### src/rtl/gsensor_pkg.sv
// rtl/gsensor_pkg.sv - ADXL345 register map, init table, sequencer states and command-word helper
package gsensor_pkg;

  localparam logic [5:0] DATA_FORMAT = 6'h31;
  localparam logic [5:0] BW_RATE     = 6'h2C;
  localparam logic [5:0] INT_MAP     = 6'h2F;
  localparam logic [5:0] INT_ENABLE  = 6'h2E;
  localparam logic [5:0] POWER_CTL   = 6'h2D;
  localparam logic [5:0] DATAX0      = 6'h32;

  localparam int RW_BIT    = 15;
  localparam int MB_BIT    = 14;
  localparam int INIT_LEN  = 5;
  localparam int NUM_READS = 6;

  typedef struct packed {
    logic [5:0] addr;
    logic [7:0] data;
  } initEntry_t;

  // DATA_FORMAT goes first so the sensor is in 3-wire mode before anything is read back
  localparam initEntry_t INIT_TABLE [INIT_LEN] = '{
    '{DATA_FORMAT, 8'h4B},
    '{BW_RATE,     8'h0A},
    '{INT_MAP,     8'h00},
    '{INT_ENABLE,  8'h80},
    '{POWER_CTL,   8'h08}
  };

  typedef enum logic [3:0] {
    S_PWRUP,
    S_INIT_ISSUE,
    S_INIT_WAIT,
    S_INIT_GAP,
    S_IDLE,
    S_RD_ISSUE,
    S_RD_WAIT,
    S_RD_GAP,
    S_PUBLISH
  } state_t;

  function automatic logic [15:0] cmdWord(input logic rd, input logic [5:0] addr,
                                          input logic [7:0] data);
    logic [15:0] w;
    w = {2'b00, addr, data};
    w[RW_BIT] = rd;
    w[MB_BIT] = 1'b0;
    return w;
  endfunction

endpackage

### src/rtl/gsensor_init_rom.sv
// rtl/gsensor_init_rom.sv - combinational index to {addr, data} lookup of the sensor init table
module gsensor_init_rom
  import gsensor_pkg::*;
(
  input  logic [2:0] index,
  output logic [5:0] addr,
  output logic [7:0] data
);

  always_comb begin
    addr = 6'h00;
    data = 8'h00;
    if (index < 3'(INIT_LEN)) begin
      addr = INIT_TABLE[index].addr;
      data = INIT_TABLE[index].data;
    end
  end

endmodule

### src/rtl/gsensor_spi_sequencer.sv
// rtl/gsensor_spi_sequencer.sv - ADXL345 power-up, init and periodic XYZ read sequencer for the SPI engine
// GSENSOR_INT_POLL_EN: trigger reads from synchronised INT1 rising edges instead of the poll timer.
module gsensor_spi_sequencer
  import gsensor_pkg::*;
#(
  parameter int POWERUP_CYCLES = 2000,
  parameter int POLL_CYCLES    = 20000,
  parameter int GAP_CYCLES     = 2
) (
  input  logic        iRSTN,
  input  logic        iSPI_CLK,
  output logic [15:0] oP2S_DATA,
  output logic        oSPI_GO,
  input  logic        iSPI_END,
  input  logic [7:0]  iS2P_DATA,
  input  logic        iG_INT1,
  output logic [15:0] oX,
  output logic [15:0] oY,
  output logic [15:0] oZ,
  output logic        oDATA_VALID,
  output logic        oINIT_DONE,
  output logic        oBUSY
);

  state_t      state;
  logic [15:0] pwrCnt;
  logic [7:0]  gapCnt;
  logic [2:0]  idx;
  logic [47:0] staging;
  logic        pending;
  logic        trigger;
  logic [5:0]  romAddr;
  logic [7:0]  romData;

  gsensor_init_rom uRom (
    .index(idx),
    .addr (romAddr),
    .data (romData)
  );

`ifdef GSENSOR_INT_POLL_EN
  logic [2:0] intSync;

  always_ff @(posedge iSPI_CLK or negedge iRSTN) begin
    if (!iRSTN) intSync <= 3'b000;
    else        intSync <= {intSync[1:0], iG_INT1};
  end

  assign trigger = oINIT_DONE && intSync[1] && !intSync[2];
`else
  logic [15:0] pollTimer;
  logic        unusedInt;

  assign unusedInt = iG_INT1;

  always_ff @(posedge iSPI_CLK or negedge iRSTN) begin
    if (!iRSTN) begin
      pollTimer <= 16'd0;
    end else if (oINIT_DONE) begin
      if (pollTimer == 16'(POLL_CYCLES - 1)) pollTimer <= 16'd0;
      else                                   pollTimer <= pollTimer + 16'd1;
    end
  end

  assign trigger = oINIT_DONE && (pollTimer == 16'(POLL_CYCLES - 1));
`endif

  assign oBUSY = (state != S_IDLE);

  // oP2S_DATA is loaded on entry to an ISSUE state so it leads oSPI_GO by one cycle
  always_ff @(posedge iSPI_CLK or negedge iRSTN) begin
    if (!iRSTN) begin
      state       <= S_PWRUP;
      pwrCnt      <= 16'd0;
      gapCnt      <= 8'd0;
      idx         <= 3'd0;
      staging     <= 48'd0;
      pending     <= 1'b0;
      oP2S_DATA   <= 16'd0;
      oSPI_GO     <= 1'b0;
      oX          <= 16'd0;
      oY          <= 16'd0;
      oZ          <= 16'd0;
      oDATA_VALID <= 1'b0;
      oINIT_DONE  <= 1'b0;
    end else begin
      oDATA_VALID <= 1'b0;
      if (trigger && state != S_IDLE) pending <= 1'b1;

      case (state)
        S_PWRUP: begin
          pwrCnt <= pwrCnt + 16'd1;
          if (pwrCnt == 16'(POWERUP_CYCLES - 1)) begin
            state     <= S_INIT_ISSUE;
            oP2S_DATA <= cmdWord(1'b0, romAddr, romData);
          end
        end

        S_INIT_ISSUE: begin
          oSPI_GO <= 1'b1;
          state   <= S_INIT_WAIT;
        end

        S_INIT_WAIT: begin
          if (iSPI_END) begin
            oSPI_GO <= 1'b0;
            gapCnt  <= 8'd0;
            idx     <= idx + 3'd1;
            state   <= S_INIT_GAP;
          end
        end

        S_INIT_GAP: begin
          if (gapCnt == 8'(GAP_CYCLES - 1)) begin
            if (idx == 3'(INIT_LEN)) begin
              state      <= S_IDLE;
              oINIT_DONE <= 1'b1;
            end else begin
              state     <= S_INIT_ISSUE;
              oP2S_DATA <= cmdWord(1'b0, romAddr, romData);
            end
          end else begin
            gapCnt <= gapCnt + 8'd1;
          end
        end

        S_IDLE: begin
          if (trigger || pending) begin
            pending   <= 1'b0;
            idx       <= 3'd0;
            state     <= S_RD_ISSUE;
            oP2S_DATA <= cmdWord(1'b1, DATAX0, 8'h00);
          end
        end

        S_RD_ISSUE: begin
          oSPI_GO <= 1'b1;
          state   <= S_RD_WAIT;
        end

        S_RD_WAIT: begin
          if (iSPI_END) begin
            oSPI_GO <= 1'b0;
            gapCnt  <= 8'd0;
            idx     <= idx + 3'd1;
            state   <= S_RD_GAP;
          end
        end

        S_RD_GAP: begin
          // final bit has landed in the engine shift register one cycle after END
          if (gapCnt == 8'd0) staging <= {iS2P_DATA, staging[47:8]};
          if (gapCnt == 8'(GAP_CYCLES - 1)) begin
            if (idx == 3'(NUM_READS)) begin
              state <= S_PUBLISH;
            end else begin
              state     <= S_RD_ISSUE;
              oP2S_DATA <= cmdWord(1'b1, DATAX0 + {3'b000, idx}, 8'h00);
            end
          end else begin
            gapCnt <= gapCnt + 8'd1;
          end
        end

        S_PUBLISH: begin
          oX          <= staging[15:0];
          oY          <= staging[31:16];
          oZ          <= staging[47:32];
          oDATA_VALID <= 1'b1;
          state       <= S_IDLE;
        end

        default: state <= S_PWRUP;
      endcase
    end
  end

endmodule

### config.mk
export PLATFORM = sky130hd
export DESIGN_NAME = gsensor_spi_sequencer
export DESIGN_NICKNAME = d
export VERILOG_FILES = /design/src/rtl/gsensor_pkg.sv /design/src/rtl/gsensor_init_rom.sv /design/src/rtl/gsensor_spi_sequencer.sv
export SDC_FILE = /design/constraint.sdc
export NUM_CORES = 1
export LEC_CHECK = 0
export CAP_MARGIN = 20
export CORE_MARGIN = 10
export CORE_UTILIZATION = 45
export DETAILED_ROUTE_END_ITERATION = 12
export GPL_TIMING_DRIVEN = 0
export PLACE_DENSITY = 0.64
export SETUP_SLACK_MARGIN = 0.05
export SKIP_LAST_GASP = 1
export SLEW_MARGIN = 5
export SYNTH_ARGS = -nofsm -noshare
export SYNTH_HDL_FRONTEND = slang
export SYNTH_HIERARCHICAL = 1
export SYNTH_SLANG_ARGS = --single-unit
### constraint.sdc
create_clock -name iSPI_CLK -period 3 [get_ports iSPI_CLK]
set_clock_uncertainty 0.15 [all_clocks]
set_input_delay 0.3 -clock iSPI_CLK [delete_from_list [all_inputs] [get_ports iSPI_CLK]]
set_output_delay 0.3 -clock iSPI_CLK [all_outputs]
set_load 0.01 [all_outputs]
## Yosys cells after proc, flatten, opt, wreduce, memory -nomap -nowiden

Memories as Yosys holds them, arrays and structs flattened.
Cells that the tools add are included.

- Register bits: 163
- Bits in latches: 0
- Memory bits (writable): 0
- ROM bits: 112
- Output and inout port bits: 68
- Memories kept: 1

- Add/sub/neg operators: 5
- Multipliers: 0
- Div/mod/pow operators: 0
- Order comparisons: 2
- Equality and inequality tests: 24
- Shift operators: 0
- Muxes and demuxes: 33
- Bitwise operators: 1
- Reductions and logical operators: 19

Memory list:

| name | words | bits a word | read ports | clocked after memory_dff | write ports | line | text |
|---|---|---|---|---|---|---|---|
| (no name shown) | 8 | 14 | 1 | 0 | 0 | gsensor_init_rom.sv:14 | `addr = INIT_TABLE[index].addr;` |

Operators with widths:

| operator | number |
|---|---|
| two-way mux 16 bit | 7 |
| one-hot mux 16 bit (4 select lines) | 1 |
| one-hot mux 4 bit (9 select lines) | 1 |
| adder 16 x 1 -> 16 bit, second input constant | 2 |
| two-way mux 14 bit | 2 |
| two-way mux 4 bit | 7 |
| two-way mux 8 bit | 3 |
| != test 2 bit, second input constant | 9 |
| == test 16 x 11 -> 1 bit, second input constant | 1 |
| == test 16 x 15 -> 1 bit, second input constant | 1 |
| == test 4 x 3 -> 1 bit, second input constant | 4 |
| one-hot mux 8 bit (2 select lines) | 1 |
| two-way mux 3 bit | 3 |
| AND reduction 3 bit | 3 |
| adder 8 x 1 -> 8 bit, second input constant | 1 |
| == test 4 x 2 -> 1 bit, second input constant | 2 |
| == test 8 x 1 -> 1 bit, second input constant | 1 |
| logical NOT 8 bit | 1 |
| AND reduction 7 bit | 1 |
| adder 5 x 4 -> 6 bit, first input constant | 1 |
| == test 3 bit, second input constant | 2 |
| two-way mux 6 bit | 1 |
| one-hot mux 3 bit (2 select lines) | 1 |
| AND reduction 6 bit | 1 |
| other kinds (17) | 27 |

## Longest topological paths before layout

Gate-level depths: netlist (run 1).

- Word-level depth: 8
- Gate-level depth with buffers: 8
- Mapped depth without buffers: 7

## Modules after synthesis

Netlist (run 1), hierarchy kept.

By module, submodules not included:

| module | times used | cells an instance | area an instance (µm²) | seq. area each (µm²) |
|---|---|---|---|---|
| gsensor_spi_sequencer | 1 | 508 | 6791.5 | 4053.9 |
| gsensor_init_rom | 1 | 16 | 107.6 | 0.0 |

## Worst setup path before layout (run 1)

Ideal clock, no wire load.

- Path type: flip-flop to flip-flop
- Start: register state[1]
- End: register oP2S_DATA[13]
- Library setup time: 0.125 ns
- Data arrival time: 1.999 ns
- Required time: 2.725 ns
- Path slack: 0.726 ns
- Cell stages (with the launch flop): 8
- Path buffers: 2
- Period minus slack after synthesis: 2.274 ns
- Cell sequence: dfrtp_1 buf_2 or2_2 nor2_1 inv_1 o311ai_4 buf_6 mux2_4

- Word-level cells in the longest chain between the ends: 3

RTL lines:

| item | line | text |
|---|---|---|
| from (decl) | gsensor_spi_sequencer.sv:25 | `state_t state;` |
| from (signal assigned) | gsensor_spi_sequencer.sv:73 | `state <= S_PWRUP;` |
| from (signal assigned) | gsensor_spi_sequencer.sv:94 | `state <= S_INIT_ISSUE;` |
| from (signal assigned) | gsensor_spi_sequencer.sv:101 | `state <= S_INIT_WAIT;` |
| == test 4 x 3 -> 1 bit (tied with other cells) | gsensor_spi_sequencer.sv:90 | `case (state)` |
| nonzero test 4 bit (no source line) or != test 2 bit (tied branches) | -- |  |
| AND reduction 7 bit (no source line) | -- |  |
| to (signal assigned) | gsensor_spi_sequencer.sv:95 | `oP2S_DATA <= cmdWord(1'b0, romAddr, romData);` |
| to (signal assigned) | gsensor_spi_sequencer.sv:120 | `oP2S_DATA <= cmdWord(1'b0, romAddr, romData);` |
| to (signal assigned) | gsensor_spi_sequencer.sv:132 | `oP2S_DATA <= cmdWord(1'b1, DATAX0, 8'h00);` |
| to (decl) | gsensor_spi_sequencer.sv:12 | `output logic [15:0] oP2S_DATA,` |

Parallel ways exist; a longest one is shown, timed or not.
A chain may end at the register's enable or synchronous reset.

## Final worst setup path (run 1)

- Start: register state[2]
- End: register staging[44]

- Word-level cells in the longest chain between the ends: 2

RTL lines:

| item | line | text |
|---|---|---|
| == test 4 x 3 -> 1 bit | gsensor_spi_sequencer.sv:90 |  |
| AND reduction 2 bit (no source line) | -- |  |
| to (signal assigned) | gsensor_spi_sequencer.sv:152 | `if (gapCnt == 8'd0) staging <= {iS2P_DATA, staging[47:8]};` |
| to (decl) | gsensor_spi_sequencer.sv:29 | `logic [47:0] staging;` |

Every way passes these cells.

==> metrics.yaml, run 1 <==
synth:
  synth-xor-area-share_pct: 4.57
  yosysSeqAreaShare_pct: 58.8
  synth_edf_count: 0
  synthMuxAreaShare_pct: 17.2
  synth-seq-cells: 162
  synth_adder_area_share_pct: 1.63
  synth_commonest_cells: "dfrtp_1 (162), mux2_2 (102), nor2_1 (39)"
  avgSynthCellArea_um2: 13.2
  ys_types: 49
  synth-simple-area-share_pct: 10.4
  async_flop_share_pct: 100
  synth-compound-area-share_pct: 4.48
  synth_top_family_by_area: "multiplexers"
  yosysTopAreaCell: "dfrtp_1"
  yosysWarnings: 6
  syn_inst: 524
  synth_area_um2: 6900
  synthMostInstantiatedCell: "dfrtp_1"
  synth-main-ff-cell: "dfrtp_1"
  synth_area_leaders: "dfrtp_1 (59%), mux2_2 (17%), xnor2_1 (2.4%)"
  synth_top_cell_area_share_pct: 58.8
route:
  wl_um: 13500
  drt-initial-drc-count: 292
  drc: 0
  drt-wirelength-per-cell_um: 16.3
  ant_nets: 0
  drtPass1Iterations: 4
  num_vias: 4280
  via_per_inst: 5.19
timing:
  fmax_mhz: 373
  slew_headroom_pct: 42.1
  hold_viol_final: 0
  finalMaxSlewViolations: 0
  fin_tns_setup_ns: 0
  whs_ns: 0.181
  worst_pin_slew_ns: 0.865
  period_share_pct: 89.4
  grt_setup_unrepaired: "no"
  finalSetupViolations: 0
  period_minus_slack_ns: 2.68
clock_network:
  cts_resized: 0
  cts_made_buffers: 17
  clock-sinks: 162
  clock_latency_ns: 0.43
  clk_path_buf_depth: 2
  postCtsSetupRepairBufs: 0
  cts-root-buf: "clkbuf_16"
  cts_hold_buf: 1
  htree_levels: 4
  cts_tree: "yes"
  clk_pin_slew_ns: 0.06
setup_path:
  crit_arrival_ns: 2.84
  critPathTopFamily: "buffers and inverters"
  required_ns: 3.16
  crit_start: "state[2]"
  slowest_stage: "nor2_1"
  cpPeakStageDelay_ns: 0.39
  r2r_start: "state[2]"
  crit_type: "flip-flop to flip-flop"
  worst-path-buf-inv: 3
  rr_worst_depth: 7
  cp_cell_sequence: "clkbuf_1, nand2_1, nor2_1, and4_1, buf_4, buf_2, mux2_2"
  endpoint_kind: "flip-flop"
  cp_max_fo: 10
  path_depth: 7
  crit_path_start_kind: "flip-flop"
hold_path:
  min_path_type: "input pin to async pin"
die:
  initial_core_util_pct: 45.7
  core_um2: 15100
  dieArea_um2: 20700
  die-height_um: 144
  ios: 80
  die_w_um: 144
  rows: 45
global_route:
  antenna_found_initial: 0
  overflow: 0
  grt_use_total_pct: 14.2
  grt_max_degree: 124
  grt_pass1_vias: 4615
  grt_pass1_wl_um: 23500
place:
  io_buffers: 77
  dpl_cell_area_um2: 7950
  gp_congestion: 0.792
  hpwl_um: 9380
power_and_ir_drop:
  powerDensity_nw_per_um2: 724
  leakage_nw: 4.05
  worst_ir_drop_vdd_mv: 0.476
final_layout:
  fin_nets: 645
  drive_above_1_share_pct: 26.4
  area_delta_synth_final_pct: 24.8
  antennaDiodeCount: 0
  postLayoutCellArea_um2: 8610
status:
  status: "finished clean"
run:
  cap_viol_max_count: 0
[worst paths after layout]
| check | to | slack (ns) |
|---|---|---|
| min in group iSPI_CLK | pwrCnt[15] | 0.33 |
| max | staging[44] | 0.32 |
| min reg2reg | pwrCnt[15] | 0.33 |
| max reg2reg | staging[44] | 0.32 |
| min | oP2S_DATA[3] | 0.18 |
| max in group asynchronous | oX[9] | 1.67 |
[cell usage in the layout (no fill, tap or decap), drive strengths merged, types with 2 or more instances in the layout]
cell / count
nor2: 39
o21a: 2
a21oi: 3
and3: 4
nand4: 11
inv: 23
clkdlybuf4s50: 76
conb: 4
dfrtp: 162
mux2: 103
o22a: 2
clkinv: 2
o2bb2ai: 9
nor2b: 6
a22o: 3
buf: 22
bufinv: 4
o31ai: 3
nor3: 6
and2: 2
and4: 4
nand3: 24
o21ai: 7
nand2: 23
xor2: 17
mux2i: 2
ha: 9
clkbuf: 21
xnor2: 19
o22ai: 3
nand2b: 2
or3: 2
or2: 2
nor4: 5
[area by class of cell]
type	count	area, um2
Buffer	23	138
Clock buffer	18	439
Clock inverter	14	216
Fill cell	1255	6480
Inverter	16	60.1
Multi-Input combinational cell	325	2660
Sequential cell	162	4050
Tap cell	188	235
Timing Repair Buffer	79	813
[cells by family (layout without fill, tap and decap cells)]
family          Yosys count  after routing
xor+xnor                 36             36
compound gates           37             37
simple gates            134            134
buf+inv                  39            150
other cells               2              4
mux                     105            105
flops                   162            162
fa+ha+maj                 9              9
[layer usage]
metal / part of all wire [%] / vias to the layer above / GRT usage (%)
met4: 1.3 / 0 / 5.00
met3: 5.3 / 18 / 4.95
met5: 0 / - / 0
li1: - / 2031 / -
met1: 45 / 2172 / 17.5
met2: 49 / 59 / 22.8
[through the flow]
stage / setup WS, ns / power, mW / instances / utilization [%]
6_report: 0.319 / 6.24 / 825 / 57.1
5_1_grt: 0.157 / 6.57 / 825 / 57.1
4_1_cts: 0.304 / 6.31 / 825 / 57.1
3_5_place_dp: 0.297 / 3.91 / 792 / 52.7
3_3_place_gp: -4.83 / 3.86 / 791 / 52.4
2_1_floorplan: 0.726 / 3.45 / 526 / -
[report_power, final]
part           internal, mW  switching [mW]  total [mW]
registers              2.45           0.267        2.72
logic                 0.603           0.538        1.14
clock network          1.45           0.928        2.38
[sequential cells by signal (all words and copies together) (netlist names), 3 cells and up]
register   cells
oZ            16
idx            3
oY            16
oP2S_DATA     15
oX            16
gapCnt         8
state          4
pwrCnt        16
pollTimer     16
staging       48
Note: power is estimated with default switching activity, not from simulation.
==> run 2, diff against run 1 <==
CORE_UTILIZATION = 35   (was 45)
CTS_CLUSTER_SIZE = 8   (was not set)
PLACE_DENSITY = 0.52   (was 0.64)
SLEW_MARGIN = not set   (was 5)
==> run 2 against run 1 <==
Design area rose by 0.33%; die area rose by 24%; first-iteration DRC count fell by 28%; global-route usage fell by 3.1 points; largest power group unchanged; clock power fell by 11%.
==> metrics.yaml, run 2 (synthesis results as in run 1) <==
status:
  status: "finished clean"
setup_path:
  crit_arrival_ns: 2.83
  endpoint_kind: "flip-flop"
  cp_max_fo: 10
  slowest_stage: "nor2_1"
  crit_start: "state[2]"
  rr_worst_depth: 7
  reg2reg_setup_slack_ns: 0.33
  cp_cell_sequence: "clkbuf_1, nand2_1, nor2_1, and4_1, buf_4, buf_2, mux2_2"
  r2r-end: "staging[41]"
  r2r_start: "state[2]"
  cp-endpoint: "staging[41]"
  cpPeakStageDelay_ns: 0.38
  crit_type: "flip-flop to flip-flop"
  crit_path_start_kind: "flip-flop"
  required_ns: 3.15
place:
  dpl_cell_area_um2: 8040
  io_buffers: 77
  pre_cts_slack_ns: 0.281
  hpwl_um: 9750
  gp_congestion: 0.821
power_and_ir_drop:
  worst_ir_drop_vdd_mv: 0.403
  powerDensity_nw_per_um2: 694
  seqPwrFrac_pct: 45.4
  p_sw_share_pct: 29.2
  power_switching_mw: 1.75
  comb_power_share_pct: 19.1
  clkPwrFrac_pct: 35.5
  intPower_mw: 4.25
  leakage_nw: 4.01
die:
  die_w_um: 160
  die-height_um: 160
  dieArea_um2: 25700
  core_um2: 19400
  rows: 51
  initial_core_util_pct: 35.6
  ios: 80
route:
  drtPass1Iterations: 4
  met1_length_um: 6760
  met2WireLength_um: 6530
  drt-initial-drc-count: 210
  via_per_inst: 4.70
  dr.max_layer_used: "met4"
  drc: 0
  num_vias: 4241
  wl_um: 14000
  drt-wirelength-per-cell_um: 15.5
  ant_nets: 0
  met3_length_um: 509
final_layout:
  drive_above_1_share_pct: 26.5
  mostFrequentLayoutCell: "dfrtp_1"
  fin_nets: 645
  postLayoutCellArea_um2: 8640
  area_delta_synth_final_pct: 25.2
  seq_area_um2: 4050
  layout_common_cells: "dfrtp_1 (162), mux2_2 (102), clkdlybuf4s50_1 (76)"
  antennaDiodeCount: 0
  fillCellCount: 1769
  regMostFlops: "staging"
  largest_reg_flops: 48
  multi_input_comb_area_um2: 2660
clock_network:
  postCtsSetupRepairBufs: 0
  clk_pin_slew_ns: 0.07
  clk_path_buf_depth: 2
  cts-root-buf: "clkbuf_16"
  clock-sinks: 162
  cts_made_buffers: 17
  cts_tree: "yes"
  clock_latency_ns: 0.42
  htree_levels: 4
run:
  cap_viol_max_count: 0
timing:
  fmax_mhz: 374
  finalSetupViolations: 0
  worst_pin_slew_ns: 0.809
  hold_viol_final: 0
  grt_setup_unrepaired: "no"
  period_share_pct: 89.2
  period_minus_slack_ns: 2.67
  slew_headroom_pct: 45.7
  fin_ws_ns: 0.325
  finalMaxSlewViolations: 0
hold_path:
  min_path_type: "input pin to async pin"
global_route:
  grt_pass1_wl_um: 23700
  grt_pass1_vias: 4461
  grt_use_total_pct: 11.2
  grt_max_degree: 103
  antenna_found_initial: 0
  overflow: 0
## run 2: cell types whose count changed in the layout (fill, tap and decap cells not counted)
cell / change
nor2_1: -1
inv_6: -1
nor2_2: +1
clkinv_2: +1
bufinv_16: -3
clkinvlp_4: +2
clkinv_4: +1
## run 2: area by class of cell
class	count	share of cell area, %
Sequential cell	162	46.9
Clock buffer	18	5.08
Clock inverter	14	1.69
Tap cell	265	3.84
Inverter	16	0.695
Multi-Input combinational cell	325	30.8
Buffer	23	1.59
Timing Repair Buffer	79	9.41
## run 2: power groups by stage
stage	Clock, mW	Sequential, mW	Combinational [mW]
global route	2.29	2.77	1.28
floorplan	0	2.74	0.710
detailed placement	0	2.76	1.16
CTS	2.20	2.72	1.17
finish	2.13	2.72	1.15
global placement	0	2.75	1.13
## run 2: worst min path at each step
stage / end / cells after the start
5_1_grt: oP2S_DATA[13] / 2
3_5_place_dp: oP2S_DATA[7] / 1
3_3_place_gp: pwrCnt[15] / 1
2_1_floorplan: gapCnt[0] / 0
6_report: oP2S_DATA[13] / 2
4_1_cts: oP2S_DATA[7] / 2
## run 2: metrics by stage
step	hold slack [ns]	total power, mW	setup TNS (ns)	cells	utilization, %
after global routing	0.288	6.34	0	902	44.5
final	0.247	6.00	0	902	44.5
after detailed placement	0.118	3.92	0	869	41.5
after global placement	0.306	3.88	-818.16	868	41.3
after CTS	0.268	6.09	0	902	44.5
after floorplan	-0.146	3.45	0	526	-
## run 2: metal layers
layer  vias up  GRT usage (%)
li1       2034              -
met1      2141           14.7
met2        57           17.1
met3         9           3.53
met4         0           3.71
met5         -              0
## run 2: worst max-delay path, delay by kind of cell (launching register included)
| kind | cells | cell delay [ns] |
|---|---|---|
| mux | 1 | 0.37 |
| buf+inv | 3 | 0.87 |
| simple gates | 3 | 0.83 |
| flops | 1 | 0.33 |
## run 2: timing repair
action / CTS / global route
hold endpoints to repair: 60 / 0
setup endpoints to repair: 0 / 1
hold buffers: 1 / 0
gates resized for setup: 0 / 1
==> run 3, diff against run 2 <==
REMOVE_ABC_BUFFERS = 1   (was not set)
SLEW_MARGIN = 20   (was not set)
==> run 3 against run 2 <==
Core utilization down 0.45 points; clock power about the same; critical path type unchanged; combinational power down 9%; routed wire length down 1.8%; via count about the same; register-to-register slack worse by 0.02 ns.
==> metrics.yaml, run 3 (synthesis results as in run 1) <==
die:
  initial_core_util_pct: 35.6
  core_um2: 19400
  dieArea_um2: 25700
  rows: 51
  die-height_um: 160
  ios: 80
  die_w_um: 160
route:
  num_vias: 4238
  wl_um: 13700
  drt-initial-drc-count: 244
  drtPass1Iterations: 4
  via_per_inst: 4.79
  drt-wirelength-per-cell_um: 15.5
  ant_nets: 0
  drc: 0
clock_network:
  cts_hold_buf: 1
  postCtsSetupRepairBufs: 0
  clk_pin_slew_ns: 0.07
  clock_latency_ns: 0.43
  cts-root-buf: "clkbuf_16"
  clk_path_buf_depth: 2
  htree_levels: 4
  cts_resized: 0
  cts_tree: "yes"
  cts_made_buffers: 17
  clock-sinks: 162
final_layout:
  drive_above_1_share_pct: 25.0
  area_delta_synth_final_pct: 24.0
  fillCellCount: 1815
  antennaDiodeCount: 0
  regMostFlops: "staging"
  multi_input_comb_area_um2: 2660
  utilization_pct: 44.1
  fin_nets: 628
  mostFrequentLayoutCell: "dfrtp_1"
  seq_area_um2: 4050
  largest_reg_flops: 48
  layout_common_cells: "dfrtp_1 (162), mux2_2 (102), clkdlybuf4s50_1 (76)"
timing:
  grt_setup_unrepaired: "no"
  hold_viol_final: 0
  worst_pin_slew_ns: 0.850
  finalMaxSlewViolations: 0
  fin_tns_setup_ns: 0
  whs_ns: 0.309
  finalSetupViolations: 0
  fmax_mhz: 371
  period_minus_slack_ns: 2.70
  fin_ws_ns: 0.302
  slew_headroom_pct: 43.1
  period_share_pct: 89.9
power_and_ir_drop:
  p_sw_share_pct: 28.8
  comb_power_share_pct: 17.8
  powerDensity_nw_per_um2: 690
  worst_ir_drop_vdd_mv: 0.397
  seqPwrFrac_pct: 46.5
  power.total_mw: 5.90
  clkPwrFrac_pct: 35.7
  intPower_mw: 4.20
  power_switching_mw: 1.70
  leakage_nw: 3.94
global_route:
  grt_pass1_wl_um: 23100
  overflow: 0
  antenna_found_initial: 0
  grt_use_total_pct: 10.9
  grt_pass1_vias: 4472
  grt_max_degree: 83
setup_path:
  cp_max_fo: 15
  crit_path_start_kind: "flip-flop"
  rr_worst_depth: 5
  r2r-end: "oP2S_DATA[9]"
  crit_type: "flip-flop to flip-flop"
  required_ns: 3.16
  cpPeakStageDelay_ns: 0.75
  cp_cell_sequence: "or2_2, nor2_1, inv_1, o311ai_4, mux2_2"
  r2r_start: "state[0]"
  crit_arrival_ns: 2.86
  reg2reg_setup_slack_ns: 0.30
  endpoint_kind: "flip-flop"
  slowest_stage: "o311ai_4"
place:
  gp_congestion: 0.751
  hpwl_um: 9520
  io_buffers: 77
  pre_cts_slack_ns: 0.287
hold_path:
  min_path_type: "input pin to async pin"
run:
  cap_viol_max_count: 0
status:
  status: "finished clean"
==> run 3: cell count changes in the layout (fill, tap and decap cells not counted), moves of 2 or more <==
| cell | previous run | this run |
|---|---|---|
| buf_2 | 11 | 0 |
| buf_4 | 8 | 4 |
| inv_8 | 4 | 1 |
| clkbuf_1 | 3 | 1 |
| inv_6 | 2 | 4 |
==> run 3: power by group through the flow <==
stage | Combinational (mW) | Clock [mW] | Sequential [mW]
finish | 1.05 | 2.10 | 2.75
floorplan | 0.625 | 0 | 2.76
CTS | 1.08 | 2.17 | 2.75
global placement | 1.03 | 0 | 2.77
detailed placement | 1.07 | 0 | 2.79
global route | 1.18 | 2.26 | 2.79
==> run 3: worst max-delay path, delay by kind of cell, from the launching register on <==
kind	cells	cell delay, ns
mux	1	0.41
buf+inv	1	0.13
flops	1	0.53
simple gates	2	0.61
compound gates	1	0.75
==> run 3: worst max-delay path by stage <==
stage                          endpoint         start  cells after the start  slack [ns]
after global placement    oP2S_DATA[15]         iRSTN                      1       -5.08
final                      oP2S_DATA[9]      state[0]                      5        0.30
after detailed placement    staging[42]      state[0]                      4        0.29
after global routing       oP2S_DATA[9]  pollTimer[7]                      5         0.1
after floorplan                   oX[0]      state[0]                      3       -1.95
after CTS                   staging[42]      state[0]                      4        0.28
==> run 3: area by class of cell <==
cell class	count	area share, %
Timing Repair Buffer	85	10.1
Clock buffer	20	5.34
Clock inverter	12	1.42
Multi-Input combinational cell	325	31.1
Inverter	16	0.702
Sequential cell	162	47.4
Tap cell	265	3.88
==> run 3: per-stage QoR <==
stage          instance area (um2)  std cells
3_5_place_dp                  7960        852
5_1_grt                       8550        885
4_1_cts                       8550        885
6_report                      8550        885
3_3_place_gp                  7870        845
2_1_floorplan                 6770        503
==> run 3: per-layer routing <==
metal,part of all wire (%),vias up,GRT usage (%)
li1,-,2002,-
met1,48,2142,13.7
met2,46,77,17.0
met3,4.4,17,3.58
met4,1.6,0,4.26
met5,0,-,0
